<file path="src/rtl/id_ex_stage_reg_if.sv">
// ID->EX boundary bundle: decode-stage inputs, registered EX-stage copies,
// and the load-use stall / bubble count returned to the front end.
interface id_ex_stage_reg_if #(parameter int CNT_W = 32);
  logic             stall_in_IDEX;
  logic             flush_in_IDEX;
  logic             valid_in_IDEX;
  logic [31:0]      PC_in_IDEX;
  logic [31:0]      Inst_in_IDEX;
  logic [31:0]      Rs1_in_IDEX;
  logic [31:0]      Rs2_in_IDEX;
  logic [31:0]      Imm_in_IDEX;
  logic [4:0]       Rd_addr_in_IDEX;
  logic             ALUSrc_B_in_IDEX;
  logic [3:0]       ALU_control_in_IDEX;
  logic             Branch_in_IDEX;
  logic             BranchN_in_IDEX;
  logic             MemRW_in_IDEX;
  logic [1:0]       Jump_in_IDEX;
  logic [1:0]       MemtoReg_in_IDEX;
  logic             RegWrite_in_IDEX;

  logic             valid_out_IDEX;
  logic [31:0]      PC_out_IDEX;
  logic [31:0]      Inst_out_IDEX;
  logic [31:0]      Rs1_out_IDEX;
  logic [31:0]      Rs2_out_IDEX;
  logic [31:0]      Imm_out_IDEX;
  logic [4:0]       Rd_addr_out_IDEX;
  logic [4:0]       Rs1_addr_out_IDEX;
  logic [4:0]       Rs2_addr_out_IDEX;
  logic             ALUSrc_B_out_IDEX;
  logic [3:0]       ALU_control_out_IDEX;
  logic             Branch_out_IDEX;
  logic             BranchN_out_IDEX;
  logic             MemRW_out_IDEX;
  logic [1:0]       Jump_out_IDEX;
  logic [1:0]       MemtoReg_out_IDEX;
  logic             RegWrite_out_IDEX;
  logic             hazard_stall_IDEX;
  logic [CNT_W-1:0] bubble_cnt_IDEX;

  modport master (
    output stall_in_IDEX, flush_in_IDEX, valid_in_IDEX, PC_in_IDEX, Inst_in_IDEX,
           Rs1_in_IDEX, Rs2_in_IDEX, Imm_in_IDEX, Rd_addr_in_IDEX, ALUSrc_B_in_IDEX,
           ALU_control_in_IDEX, Branch_in_IDEX, BranchN_in_IDEX, MemRW_in_IDEX,
           Jump_in_IDEX, MemtoReg_in_IDEX, RegWrite_in_IDEX,
    input  valid_out_IDEX, PC_out_IDEX, Inst_out_IDEX, Rs1_out_IDEX, Rs2_out_IDEX,
           Imm_out_IDEX, Rd_addr_out_IDEX, Rs1_addr_out_IDEX, Rs2_addr_out_IDEX,
           ALUSrc_B_out_IDEX, ALU_control_out_IDEX, Branch_out_IDEX, BranchN_out_IDEX,
           MemRW_out_IDEX, Jump_out_IDEX, MemtoReg_out_IDEX, RegWrite_out_IDEX,
           hazard_stall_IDEX, bubble_cnt_IDEX
  );

  modport slave (
    input  stall_in_IDEX, flush_in_IDEX, valid_in_IDEX, PC_in_IDEX, Inst_in_IDEX,
           Rs1_in_IDEX, Rs2_in_IDEX, Imm_in_IDEX, Rd_addr_in_IDEX, ALUSrc_B_in_IDEX,
           ALU_control_in_IDEX, Branch_in_IDEX, BranchN_in_IDEX, MemRW_in_IDEX,
           Jump_in_IDEX, MemtoReg_in_IDEX, RegWrite_in_IDEX,
    output valid_out_IDEX, PC_out_IDEX, Inst_out_IDEX, Rs1_out_IDEX, Rs2_out_IDEX,
           Imm_out_IDEX, Rd_addr_out_IDEX, Rs1_addr_out_IDEX, Rs2_addr_out_IDEX,
           ALUSrc_B_out_IDEX, ALU_control_out_IDEX, Branch_out_IDEX, BranchN_out_IDEX,
           MemRW_out_IDEX, Jump_out_IDEX, MemtoReg_out_IDEX, RegWrite_out_IDEX,
           hazard_stall_IDEX, bubble_cnt_IDEX
  );
endinterface

</file>
<file path="src/rtl/id_ex_stage_reg.sv">
// ID->EX pipeline register with load-use bubble insertion, external hold,
// redirect flush and a saturating count of inserted bubbles.
module id_ex_stage_reg #(
  parameter int CNT_W = 32
) (
  input logic               clk_IDEX,
  input logic               rst_IDEX,
  id_ex_stage_reg_if.slave  bus
);

  typedef struct packed {
    logic        valid;
    logic [31:0] pc;
    logic [31:0] inst;
    logic [31:0] rs1;
    logic [31:0] rs2;
    logic [31:0] imm;
    logic [4:0]  rd;
    logic [4:0]  rs1_addr;
    logic [4:0]  rs2_addr;
    logic        alusrc_b;
    logic [3:0]  alu_ctrl;
    logic        branch;
    logic        branchn;
    logic        memrw;
    logic [1:0]  jump;
    logic [1:0]  memtoreg;
    logic        regwrite;
  } idex_t;

  function automatic logic [CNT_W-1:0] sat_inc(input logic [CNT_W-1:0] v);
    return (&v) ? v : v + {{(CNT_W-1){1'b0}}, 1'b1};
  endfunction

  idex_t            r_ex_p0;
  idex_t            w_load;
  logic [CNT_W-1:0] r_bubble_cnt;
  logic [4:0]       w_op;
  logic             w_load_ex;
  logic             w_use_rs1;
  logic             w_use_rs2;
  logic             w_hazard;

  always_comb begin
    w_load          = '0;
    w_load.valid    = 1'b1;
    w_load.pc       = bus.PC_in_IDEX;
    w_load.inst     = bus.Inst_in_IDEX;
    w_load.rs1      = bus.Rs1_in_IDEX;
    w_load.rs2      = bus.Rs2_in_IDEX;
    w_load.imm      = bus.Imm_in_IDEX;
    w_load.rd       = bus.Rd_addr_in_IDEX;
    w_load.rs1_addr = bus.Inst_in_IDEX[19:15];
    w_load.rs2_addr = bus.Inst_in_IDEX[24:20];
    w_load.alusrc_b = bus.ALUSrc_B_in_IDEX;
    w_load.alu_ctrl = bus.ALU_control_in_IDEX;
    w_load.branch   = bus.Branch_in_IDEX;
    w_load.branchn  = bus.BranchN_in_IDEX;
    w_load.memrw    = bus.MemRW_in_IDEX;
    w_load.jump     = bus.Jump_in_IDEX;
    w_load.memtoreg = bus.MemtoReg_in_IDEX;
    w_load.regwrite = bus.RegWrite_in_IDEX;
  end

  // Load-use detection: a valid load in EX writing a nonzero rd that the ID
  // instruction actually reads (LUI/AUIPC/JAL have no rs1; only R/S/B read rs2).
  assign w_op      = bus.Inst_in_IDEX[6:2];
  assign w_load_ex = r_ex_p0.valid & r_ex_p0.regwrite &
                     (r_ex_p0.memtoreg == 2'b01) & (r_ex_p0.rd != 5'd0);
  assign w_use_rs1 = !(w_op inside {5'b01101, 5'b00101, 5'b11011});
  assign w_use_rs2 = w_op inside {5'b01100, 5'b01000, 5'b11000};
  assign w_hazard  = bus.valid_in_IDEX & w_load_ex &
                     ((w_use_rs1 & (bus.Inst_in_IDEX[19:15] == r_ex_p0.rd)) |
                      (w_use_rs2 & (bus.Inst_in_IDEX[24:20] == r_ex_p0.rd)));

  assign bus.hazard_stall_IDEX = w_hazard & ~bus.flush_in_IDEX & ~bus.stall_in_IDEX;

  // ID -> EX boundary
  always_ff @(posedge clk_IDEX) begin
    if (rst_IDEX) begin
      r_ex_p0      <= '0;
      r_bubble_cnt <= '0;
    end else if (bus.flush_in_IDEX) begin
      r_ex_p0 <= '0;
    end else if (bus.stall_in_IDEX) begin
      r_ex_p0 <= r_ex_p0;
    end else if (w_hazard) begin
      r_ex_p0      <= '0;
      r_bubble_cnt <= sat_inc(r_bubble_cnt);
    end else if (bus.valid_in_IDEX) begin
      r_ex_p0 <= w_load;
    end else begin
      r_ex_p0 <= '0;
    end
  end

  assign bus.valid_out_IDEX       = r_ex_p0.valid;
  assign bus.PC_out_IDEX          = r_ex_p0.pc;
  assign bus.Inst_out_IDEX        = r_ex_p0.inst;
  assign bus.Rs1_out_IDEX         = r_ex_p0.rs1;
  assign bus.Rs2_out_IDEX         = r_ex_p0.rs2;
  assign bus.Imm_out_IDEX         = r_ex_p0.imm;
  assign bus.Rd_addr_out_IDEX     = r_ex_p0.rd;
  assign bus.Rs1_addr_out_IDEX    = r_ex_p0.rs1_addr;
  assign bus.Rs2_addr_out_IDEX    = r_ex_p0.rs2_addr;
  assign bus.ALUSrc_B_out_IDEX    = r_ex_p0.alusrc_b;
  assign bus.ALU_control_out_IDEX = r_ex_p0.alu_ctrl;
  assign bus.Branch_out_IDEX      = r_ex_p0.branch;
  assign bus.BranchN_out_IDEX     = r_ex_p0.branchn;
  assign bus.MemRW_out_IDEX       = r_ex_p0.memrw;
  assign bus.Jump_out_IDEX        = r_ex_p0.jump;
  assign bus.MemtoReg_out_IDEX    = r_ex_p0.memtoreg;
  assign bus.RegWrite_out_IDEX    = r_ex_p0.regwrite;
  assign bus.bubble_cnt_IDEX      = r_bubble_cnt;

endmodule

</file>
<file path="src/flat_wrapper.sv">
// flat-port wrapper written by rule: the top's interface ports become plain ports
module id_ex_stage_reg_flat 
#(
  parameter int CNT_W = 32
)
  (clk_IDEX, rst_IDEX, bus_stall_in_IDEX, bus_flush_in_IDEX, bus_valid_in_IDEX, bus_PC_in_IDEX, bus_Inst_in_IDEX, bus_Rs1_in_IDEX, bus_Rs2_in_IDEX, bus_Imm_in_IDEX, bus_Rd_addr_in_IDEX, bus_ALUSrc_B_in_IDEX, bus_ALU_control_in_IDEX, bus_Branch_in_IDEX, bus_BranchN_in_IDEX, bus_MemRW_in_IDEX, bus_Jump_in_IDEX, bus_MemtoReg_in_IDEX, bus_RegWrite_in_IDEX, bus_valid_out_IDEX, bus_PC_out_IDEX, bus_Inst_out_IDEX, bus_Rs1_out_IDEX, bus_Rs2_out_IDEX, bus_Imm_out_IDEX, bus_Rd_addr_out_IDEX, bus_Rs1_addr_out_IDEX, bus_Rs2_addr_out_IDEX, bus_ALUSrc_B_out_IDEX, bus_ALU_control_out_IDEX, bus_Branch_out_IDEX, bus_BranchN_out_IDEX, bus_MemRW_out_IDEX, bus_Jump_out_IDEX, bus_MemtoReg_out_IDEX, bus_RegWrite_out_IDEX, bus_hazard_stall_IDEX, bus_bubble_cnt_IDEX);
  id_ex_stage_reg_if #(.CNT_W(CNT_W)) bus_i ();
  input logic clk_IDEX;
  input logic rst_IDEX;
  input wire logic [$bits(bus_i.stall_in_IDEX)-1:0] bus_stall_in_IDEX;
  input wire logic [$bits(bus_i.flush_in_IDEX)-1:0] bus_flush_in_IDEX;
  input wire logic [$bits(bus_i.valid_in_IDEX)-1:0] bus_valid_in_IDEX;
  input wire logic [$bits(bus_i.PC_in_IDEX)-1:0] bus_PC_in_IDEX;
  input wire logic [$bits(bus_i.Inst_in_IDEX)-1:0] bus_Inst_in_IDEX;
  input wire logic [$bits(bus_i.Rs1_in_IDEX)-1:0] bus_Rs1_in_IDEX;
  input wire logic [$bits(bus_i.Rs2_in_IDEX)-1:0] bus_Rs2_in_IDEX;
  input wire logic [$bits(bus_i.Imm_in_IDEX)-1:0] bus_Imm_in_IDEX;
  input wire logic [$bits(bus_i.Rd_addr_in_IDEX)-1:0] bus_Rd_addr_in_IDEX;
  input wire logic [$bits(bus_i.ALUSrc_B_in_IDEX)-1:0] bus_ALUSrc_B_in_IDEX;
  input wire logic [$bits(bus_i.ALU_control_in_IDEX)-1:0] bus_ALU_control_in_IDEX;
  input wire logic [$bits(bus_i.Branch_in_IDEX)-1:0] bus_Branch_in_IDEX;
  input wire logic [$bits(bus_i.BranchN_in_IDEX)-1:0] bus_BranchN_in_IDEX;
  input wire logic [$bits(bus_i.MemRW_in_IDEX)-1:0] bus_MemRW_in_IDEX;
  input wire logic [$bits(bus_i.Jump_in_IDEX)-1:0] bus_Jump_in_IDEX;
  input wire logic [$bits(bus_i.MemtoReg_in_IDEX)-1:0] bus_MemtoReg_in_IDEX;
  input wire logic [$bits(bus_i.RegWrite_in_IDEX)-1:0] bus_RegWrite_in_IDEX;
  output wire logic [$bits(bus_i.valid_out_IDEX)-1:0] bus_valid_out_IDEX;
  output wire logic [$bits(bus_i.PC_out_IDEX)-1:0] bus_PC_out_IDEX;
  output wire logic [$bits(bus_i.Inst_out_IDEX)-1:0] bus_Inst_out_IDEX;
  output wire logic [$bits(bus_i.Rs1_out_IDEX)-1:0] bus_Rs1_out_IDEX;
  output wire logic [$bits(bus_i.Rs2_out_IDEX)-1:0] bus_Rs2_out_IDEX;
  output wire logic [$bits(bus_i.Imm_out_IDEX)-1:0] bus_Imm_out_IDEX;
  output wire logic [$bits(bus_i.Rd_addr_out_IDEX)-1:0] bus_Rd_addr_out_IDEX;
  output wire logic [$bits(bus_i.Rs1_addr_out_IDEX)-1:0] bus_Rs1_addr_out_IDEX;
  output wire logic [$bits(bus_i.Rs2_addr_out_IDEX)-1:0] bus_Rs2_addr_out_IDEX;
  output wire logic [$bits(bus_i.ALUSrc_B_out_IDEX)-1:0] bus_ALUSrc_B_out_IDEX;
  output wire logic [$bits(bus_i.ALU_control_out_IDEX)-1:0] bus_ALU_control_out_IDEX;
  output wire logic [$bits(bus_i.Branch_out_IDEX)-1:0] bus_Branch_out_IDEX;
  output wire logic [$bits(bus_i.BranchN_out_IDEX)-1:0] bus_BranchN_out_IDEX;
  output wire logic [$bits(bus_i.MemRW_out_IDEX)-1:0] bus_MemRW_out_IDEX;
  output wire logic [$bits(bus_i.Jump_out_IDEX)-1:0] bus_Jump_out_IDEX;
  output wire logic [$bits(bus_i.MemtoReg_out_IDEX)-1:0] bus_MemtoReg_out_IDEX;
  output wire logic [$bits(bus_i.RegWrite_out_IDEX)-1:0] bus_RegWrite_out_IDEX;
  output wire logic [$bits(bus_i.hazard_stall_IDEX)-1:0] bus_hazard_stall_IDEX;
  output wire logic [$bits(bus_i.bubble_cnt_IDEX)-1:0] bus_bubble_cnt_IDEX;
  assign bus_i.stall_in_IDEX = bus_stall_in_IDEX;
  assign bus_i.flush_in_IDEX = bus_flush_in_IDEX;
  assign bus_i.valid_in_IDEX = bus_valid_in_IDEX;
  assign bus_i.PC_in_IDEX = bus_PC_in_IDEX;
  assign bus_i.Inst_in_IDEX = bus_Inst_in_IDEX;
  assign bus_i.Rs1_in_IDEX = bus_Rs1_in_IDEX;
  assign bus_i.Rs2_in_IDEX = bus_Rs2_in_IDEX;
  assign bus_i.Imm_in_IDEX = bus_Imm_in_IDEX;
  assign bus_i.Rd_addr_in_IDEX = bus_Rd_addr_in_IDEX;
  assign bus_i.ALUSrc_B_in_IDEX = bus_ALUSrc_B_in_IDEX;
  assign bus_i.ALU_control_in_IDEX = bus_ALU_control_in_IDEX;
  assign bus_i.Branch_in_IDEX = bus_Branch_in_IDEX;
  assign bus_i.BranchN_in_IDEX = bus_BranchN_in_IDEX;
  assign bus_i.MemRW_in_IDEX = bus_MemRW_in_IDEX;
  assign bus_i.Jump_in_IDEX = bus_Jump_in_IDEX;
  assign bus_i.MemtoReg_in_IDEX = bus_MemtoReg_in_IDEX;
  assign bus_i.RegWrite_in_IDEX = bus_RegWrite_in_IDEX;
  assign bus_valid_out_IDEX = bus_i.valid_out_IDEX;
  assign bus_PC_out_IDEX = bus_i.PC_out_IDEX;
  assign bus_Inst_out_IDEX = bus_i.Inst_out_IDEX;
  assign bus_Rs1_out_IDEX = bus_i.Rs1_out_IDEX;
  assign bus_Rs2_out_IDEX = bus_i.Rs2_out_IDEX;
  assign bus_Imm_out_IDEX = bus_i.Imm_out_IDEX;
  assign bus_Rd_addr_out_IDEX = bus_i.Rd_addr_out_IDEX;
  assign bus_Rs1_addr_out_IDEX = bus_i.Rs1_addr_out_IDEX;
  assign bus_Rs2_addr_out_IDEX = bus_i.Rs2_addr_out_IDEX;
  assign bus_ALUSrc_B_out_IDEX = bus_i.ALUSrc_B_out_IDEX;
  assign bus_ALU_control_out_IDEX = bus_i.ALU_control_out_IDEX;
  assign bus_Branch_out_IDEX = bus_i.Branch_out_IDEX;
  assign bus_BranchN_out_IDEX = bus_i.BranchN_out_IDEX;
  assign bus_MemRW_out_IDEX = bus_i.MemRW_out_IDEX;
  assign bus_Jump_out_IDEX = bus_i.Jump_out_IDEX;
  assign bus_MemtoReg_out_IDEX = bus_i.MemtoReg_out_IDEX;
  assign bus_RegWrite_out_IDEX = bus_i.RegWrite_out_IDEX;
  assign bus_hazard_stall_IDEX = bus_i.hazard_stall_IDEX;
  assign bus_bubble_cnt_IDEX = bus_i.bubble_cnt_IDEX;
  id_ex_stage_reg #(.CNT_W(CNT_W)) u_core (.clk_IDEX(clk_IDEX), .rst_IDEX(rst_IDEX), .bus(bus_i));
endmodule
</file>
<file path="config.mk">
export PLATFORM = sky130hd
export DESIGN_NAME = id_ex_stage_reg_flat
export DESIGN_NICKNAME = d
export VERILOG_FILES = /design/src/rtl/id_ex_stage_reg_if.sv /design/src/rtl/id_ex_stage_reg.sv /design/src/flat_wrapper.sv
export SDC_FILE = /design/constraint.sdc
export NUM_CORES = 1
export LEC_CHECK = 0
export ABC_AREA = 1
export ABC_CLOCK_PERIOD_IN_PS = 1550
export CORE_MARGIN = 2
export CORE_UTILIZATION = 37
export DETAILED_ROUTE_END_ITERATION = 8
export PLACE_DENSITY = 0.77
export SETUP_SLACK_MARGIN = 0.4
export SLEW_MARGIN = 10
export SYNTH_ARGS = -nofsm -noshare
export SYNTH_HDL_FRONTEND = slang
export SYNTH_SLANG_ARGS = --single-unit
</file>
<file path="constraint.sdc">
create_clock -name clk_IDEX -period 1.55 [get_ports clk_IDEX]
set_input_delay 0.31 -clock clk_IDEX [delete_from_list [all_inputs] [get_ports clk_IDEX]]
set_output_delay 0.31 -clock clk_IDEX [all_outputs]
set_load 0.02 [all_outputs]
</file>
### Word-level counts from Yosys, hierarchy flattened

Cells that the tools add are included.

| word-level totals | value |
|---|---|
| logic and storage cells | 50 |
| bits in registers | 221 |
| input bits | 183 |
| output and inout port bits | 222 |

| operators by class | value |
|---|---|
| bitwise operators | 13 |
| mux-type cells | 2 |
| equality and inequality tests | 9 |
| reduce and logical (&&, ||, !) cells | 7 |
| $add $sub $neg | 1 |

Operators by type and width:

| kind | count |
|---|---|
| 2-to-1 mux 189 bit | 2 |
| adder 32 x 1 -> 32 bit (second input constant) | 1 |
| AND reduction 32 bit | 1 |
| == test 5 x 4 -> 1 bit (second input constant) | 3 |
| == test 5 bit | 2 |
| == test 5 bit (second input constant) | 2 |
| AND 1 bit | 9 |
| nonzero test 3 bit | 2 |
| == test 5 x 3 -> 1 bit (second input constant) | 1 |
| nonzero test 5 bit | 1 |
| AND reduction 4 bit | 1 |
| inverter 1 bit | 3 |
| == test 2 x 1 -> 1 bit (second input constant) | 1 |
| OR reduction 2 bit | 1 |
| zero test 1 bit | 1 |
| OR 1 bit | 1 |

### Depth between registers and ports, before layout

| depth | value |
|---|---|
| depth after elaboration | 8 |
| mapped depth | 14 |

### Worst setup path after synthesis

No wires, ideal clock.

| timing path | value |
|---|---|
| path type | register to output |
| from | reg u_core.r_ex_p0, in the netlist u_core.bus.RegWrite_out_IDEX |
| to | out bus_hazard_stall_IDEX |
| cell stages (with the launch flop) | 8 |
| data required time | 1.240 ns |
| buffers on the path | 1 |
| data arrival time | 1.579 ns |
| path slack | -0.339 ns |
| cell sequence | dfxtp_1 nand2_1 nor2_1 nand3_1 a31oi_2 nand3_4 buf_4 nor2_1 |

| between the ends | value |
|---|---|
| word-level cells in the longest chain between the ends | 7 |

RTL lines:

| what | line | text |
|---|---|---|
| start: declaration | id_ex_stage_reg.sv:35 | `idex_t r_ex_p0;` |
| start signal: assignment | id_ex_stage_reg.sv:86 | `r_ex_p0 <= r_ex_p0;` |
| start signal: assignment | id_ex_stage_reg.sv:91 | `r_ex_p0 <= w_load;` |
| AND 1 bit (2 in series) | id_ex_stage_reg.sv:68 | `assign w_load_ex = r_ex_p0.valid & r_ex_p0.regwrite &` |
| AND 1 bit | id_ex_stage_reg.sv:69 | `(r_ex_p0.memtoreg == 2'b01) & (r_ex_p0.rd != 5'd0);` |
| AND 1 bit (2 in series) | id_ex_stage_reg.sv:72 | `assign w_hazard = bus.valid_in_IDEX & w_load_ex &` |
| AND 1 bit (2 in series) | id_ex_stage_reg.sv:76 | `assign bus.hazard_stall_IDEX = w_hazard & ~bus.flush_in_IDEX & ~bus.stall_in_IDEX;` |
| end: declaration | flat_wrapper.sv:44 | `output wire logic [$bits(bus_i.hazard_stall_IDEX)-1:0] bus_hazard_stall_IDEX;` |

No other way between the ends.

### Worst setup path in the final report

| timing path | value |
|---|---|
| from | reg u_core.r_ex_p0, in the netlist u_core.bus.Rd_addr_out_IDEX[4] |
| to | out bus_hazard_stall_IDEX |

| between the ends | value |
|---|---|
| word-level cells in the longest chain between the ends | 6 |
| elaborated cells between the ends (all ways) | 11 |

RTL lines:

| what | line | text |
|---|---|---|
| == test 5 bit, or another cell as far along | id_ex_stage_reg.sv:73 | `((w_use_rs1 & (bus.Inst_in_IDEX[19:15] == r_ex_p0.rd)) \|` |
| AND 1 bit, on equally long branches | id_ex_stage_reg.sv:73, id_ex_stage_reg.sv:69, id_ex_stage_reg.sv:74 |  |
| OR 1 bit or AND 1 bit (tied branches) | id_ex_stage_reg.sv:73, id_ex_stage_reg.sv:72 |  |
| AND 1 bit * | id_ex_stage_reg.sv:72 |  |
| AND 1 bit * (2 in series) | id_ex_stage_reg.sv:76 |  |

Every way passes the cells marked *; elsewhere a longest branch is shown, timed or not.

==> results.cfg <==
[run_status]
outcome = complete, but fails checks
violations = setup timing

[clock_network]
cts_sinks = 211
numCtsBuffers = 24
cts-htree-levels = 1
cts_root_buf = clkbuf_16
clock_path_buffers = 3
clk_pin_slew_ns = 0.06
cts_tree = built
worstSkewPairLatency_ns = 0.54

[global_route]
grt_pass1_vias = 10200
antenna_found_initial = 3
grt.total_usage = 0.282
grt_start_max_net_pins = 95
grt_pass1_wl_um = 55100
overflow = 0

[sta]
timing.hold.ws_ns = 0.0573
max_freq_mhz = 474
fin_crit_sh = 1.36
drv_slew = 0
rsz0062_at_grt = true
skew_ns = 0.0180
max_slew_margin = 0.698
final.setup.tns_ns = -88.51
tightest_slew_ns = 0.452
setup_slack_ns = -0.561
period_needed_ns = 2.11
finalHoldViolations = 0
finalSetupViolCount = 212

[pwr]
irDropWorstVdd_v = 0.000657
p_per_area_mw_per_mm2 = 687
leakagePower_nw = 7.24

[synth]
synth_cell_types = 26
syn_area_per_cell_um2 = 7.41
syn-cell-area_mm2 = 0.00866
syn_nets = 1352
syn_inst = 1168
synth_seq_area_share = 0.488
yosys_warnings = 0
synth_seq_cells = 211

[hold_path]
hp-class = in -> reg

[flow_run]
maxCapViolCount = 0

[route]
drc = 0
ant_nets = 0
dr.pass1.iters = 5
drt_iter0_markers = 709
post_drt_wl_per_cell_um = 22.3
dr_total_vias = 11300
vias_per_cell = 5.43
wl_um = 46300

[setup_path]
path_class = reg -> out
r2r_end = u_core.bus.Rs1_out_IDEX[27]$_SDFFE_PP0N_
path_max_fanout = 3
crit_path_end_kind = output port
worstRegToRegCells = 13
crit_start = u_core.bus.Rd_addr_out_IDEX[4]$_SDFFE_PP0N_
critPathLaunchType = flip-flop
crit_arrival_ns = 1.80
r2r_setup_slack_ns = -0.51
worstPathRequired_ns = 1.24
regToRegStartpoint = u_core.bus.Rd_addr_out_IDEX[2]$_SDFFE_PP0N_
cp-endpoint = bus_hazard_stall_IDEX

[die]
die_w_um = 157
ioPinCount = 405
fp.coreArea_mm2 = 0.0228
fp-row-count = 55
start_util = 0.380
die_area_mm2 = 0.0246
die_h_um = 157

[final_layout]
syn2layout_area_growth_pct = 122
final_nets = 1926
final_cells = 2076
drive_above_1_share = 0.636
layout_commonest_cell = nand2_1
layout_common_cells = nand2_1 (282), buf_6 (269), dfxtp_2 (191), clkdlybuf4s50_1 (179), a21oi_2 (165)

[placement]
hpwl_um = 24100
place_inst = 1913
io_buffer_count = 404
place.gp.congestion = 0.886
[synthesized netlist by cell type (all sizes together)]
library cell,number,area (um2)
buf,52,373
inv,26,97.6
xnor2,4,35.0
clkbuf,43,161
nand4,7,43.8
clkinv,1,3.75
nand3,206,1040
a31oi,1,12.5
xor2,7,61.3
nor2,110,435
dfxtp,211,4220
nor3,8,40.0
and3,1,6.26
ha,1,12.5
nand2,296,1130
or2,1,6.26
a21oi,193,966
[layout make-up]
cell class	count	area, um2
Timing Repair Buffer	643	7410
Multi-Input combinational cell	835	6000
Sequential cell	211	4540
Fill cell	1071	3570
Clock buffer	34	668
Tap cell	313	392
Inverter	27	121
Clock inverter	10	75.1
Antenna cell	3	7.51
[cell families after synthesis]
logic type,share of synthesized area
compound gates,0.113
xor+xnor,0.0111
fa+ha+maj,0.00145
buf+inv,0.0734
flops,0.488
simple gates,0.313
[flip-flops by register name (all words and copies together), names as in the netlist]
signal / cells
u_core.bus.Jump_out_IDEX: 2
u_core.bus.Rs1_out_IDEX: 32
u_core.bus.Rd_addr_out_IDEX: 5
u_core.bus.bubble_cnt_IDEX: 32
u_core.bus.BranchN_out_IDEX: 1
u_core.bus.MemtoReg_out_IDEX: 2
u_core.bus.Rs1_addr_out_IDEX: 4
u_core.bus.Rs2_addr_out_IDEX: 4
u_core.bus.ALUSrc_B_out_IDEX: 1
u_core.bus.PC_out_IDEX: 32
u_core.bus.Branch_out_IDEX: 1
u_core.bus.MemRW_out_IDEX: 1
u_core.bus.valid_out_IDEX: 1
u_core.bus.RegWrite_out_IDEX: 1
u_core.bus.ALU_control_out_IDEX: 4
u_core.bus.Imm_out_IDEX: 32
u_core.bus.Inst_out_IDEX: 24
u_core.bus.Rs2_out_IDEX: 32
[timing repair]
| item | CTS | global route |
|---|---|---|
| cloned | 16 | 12 |
| hold buffers | 0 | 0 |
| pin swaps | 11 | 27 |
| resized for setup | 551 | 1199 |
| setup endpoints to repair | 433 | 433 |
| setup buffers | 35 | 53 |
[worst min path at each step]
stage                                              startpoint                                          end  slack [ns]  depth (start not counted)
floorplan                              bus_Rd_addr_in_IDEX[4]  u_core.bus.Rd_addr_out_IDEX[4]$_SDFFE_PP0N_        0.44                          2
global placement      u_core.bus.PC_out_IDEX[29]$_SDFFE_PP0N_      u_core.bus.PC_out_IDEX[29]$_SDFFE_PP0N_        0.45                          2
detailed placement  u_core.bus.Inst_out_IDEX[29]$_SDFFE_PP0N_    u_core.bus.Inst_out_IDEX[29]$_SDFFE_PP0N_        0.45                          2
CTS                                         bus_stall_in_IDEX      u_core.bus.PC_out_IDEX[23]$_SDFFE_PP0N_        0.06                          3
global route                                bus_stall_in_IDEX      u_core.bus.PC_out_IDEX[23]$_SDFFE_PP0N_        0.06                          3
finish                                      bus_stall_in_IDEX      u_core.bus.PC_out_IDEX[23]$_SDFFE_PP0N_        0.06                          3
[per-layer routing]
| metal | vias up | part of all wire | track usage |
|---|---|---|---|
| li1 | 5039 | - | - |
| met1 | 5411 | 0.35 | 0.326 |
| met2 | 597 | 0.51 | 0.496 |
| met3 | 225 | 0.072 | 0.0611 |
| met4 | 2 | 0.064 | 0.129 |
| met5 | - | 0.00026 | 0 |
[through the flow]
step	instance area, um2	power (mW)	util	setup slack, ns
after global routing	19200	13.5	0.843	-0.629
after CTS	17000	12.8	0.745	-0.548
after floorplan	9850	6.33	-	-0.0378
final	19200	13.2	0.843	-0.561
after detailed placement	14900	7.37	0.655	-1.00
after global placement	14900	7.35	0.655	-0.985
[critical path, cell delays in order, from the launching register on]
cell     delay (ns)
dfxtp_4        0.37
xnor2_1        0.17
nand2_1        0.09
nor2_2         0.14
nand2_2        0.08
nand2_4        0.10
nand3_4        0.10
nor2_4         0.09
buf_6          0.13
[power by group]
part | switching (mW) | internal (mW)
clock network | 2.55 | 3.04
registers | 0.0831 | 5.50
logic | 0.983 | 1.03
total | 3.62 | 9.57
No activity file was read; power rests on OpenSTA's default activity.
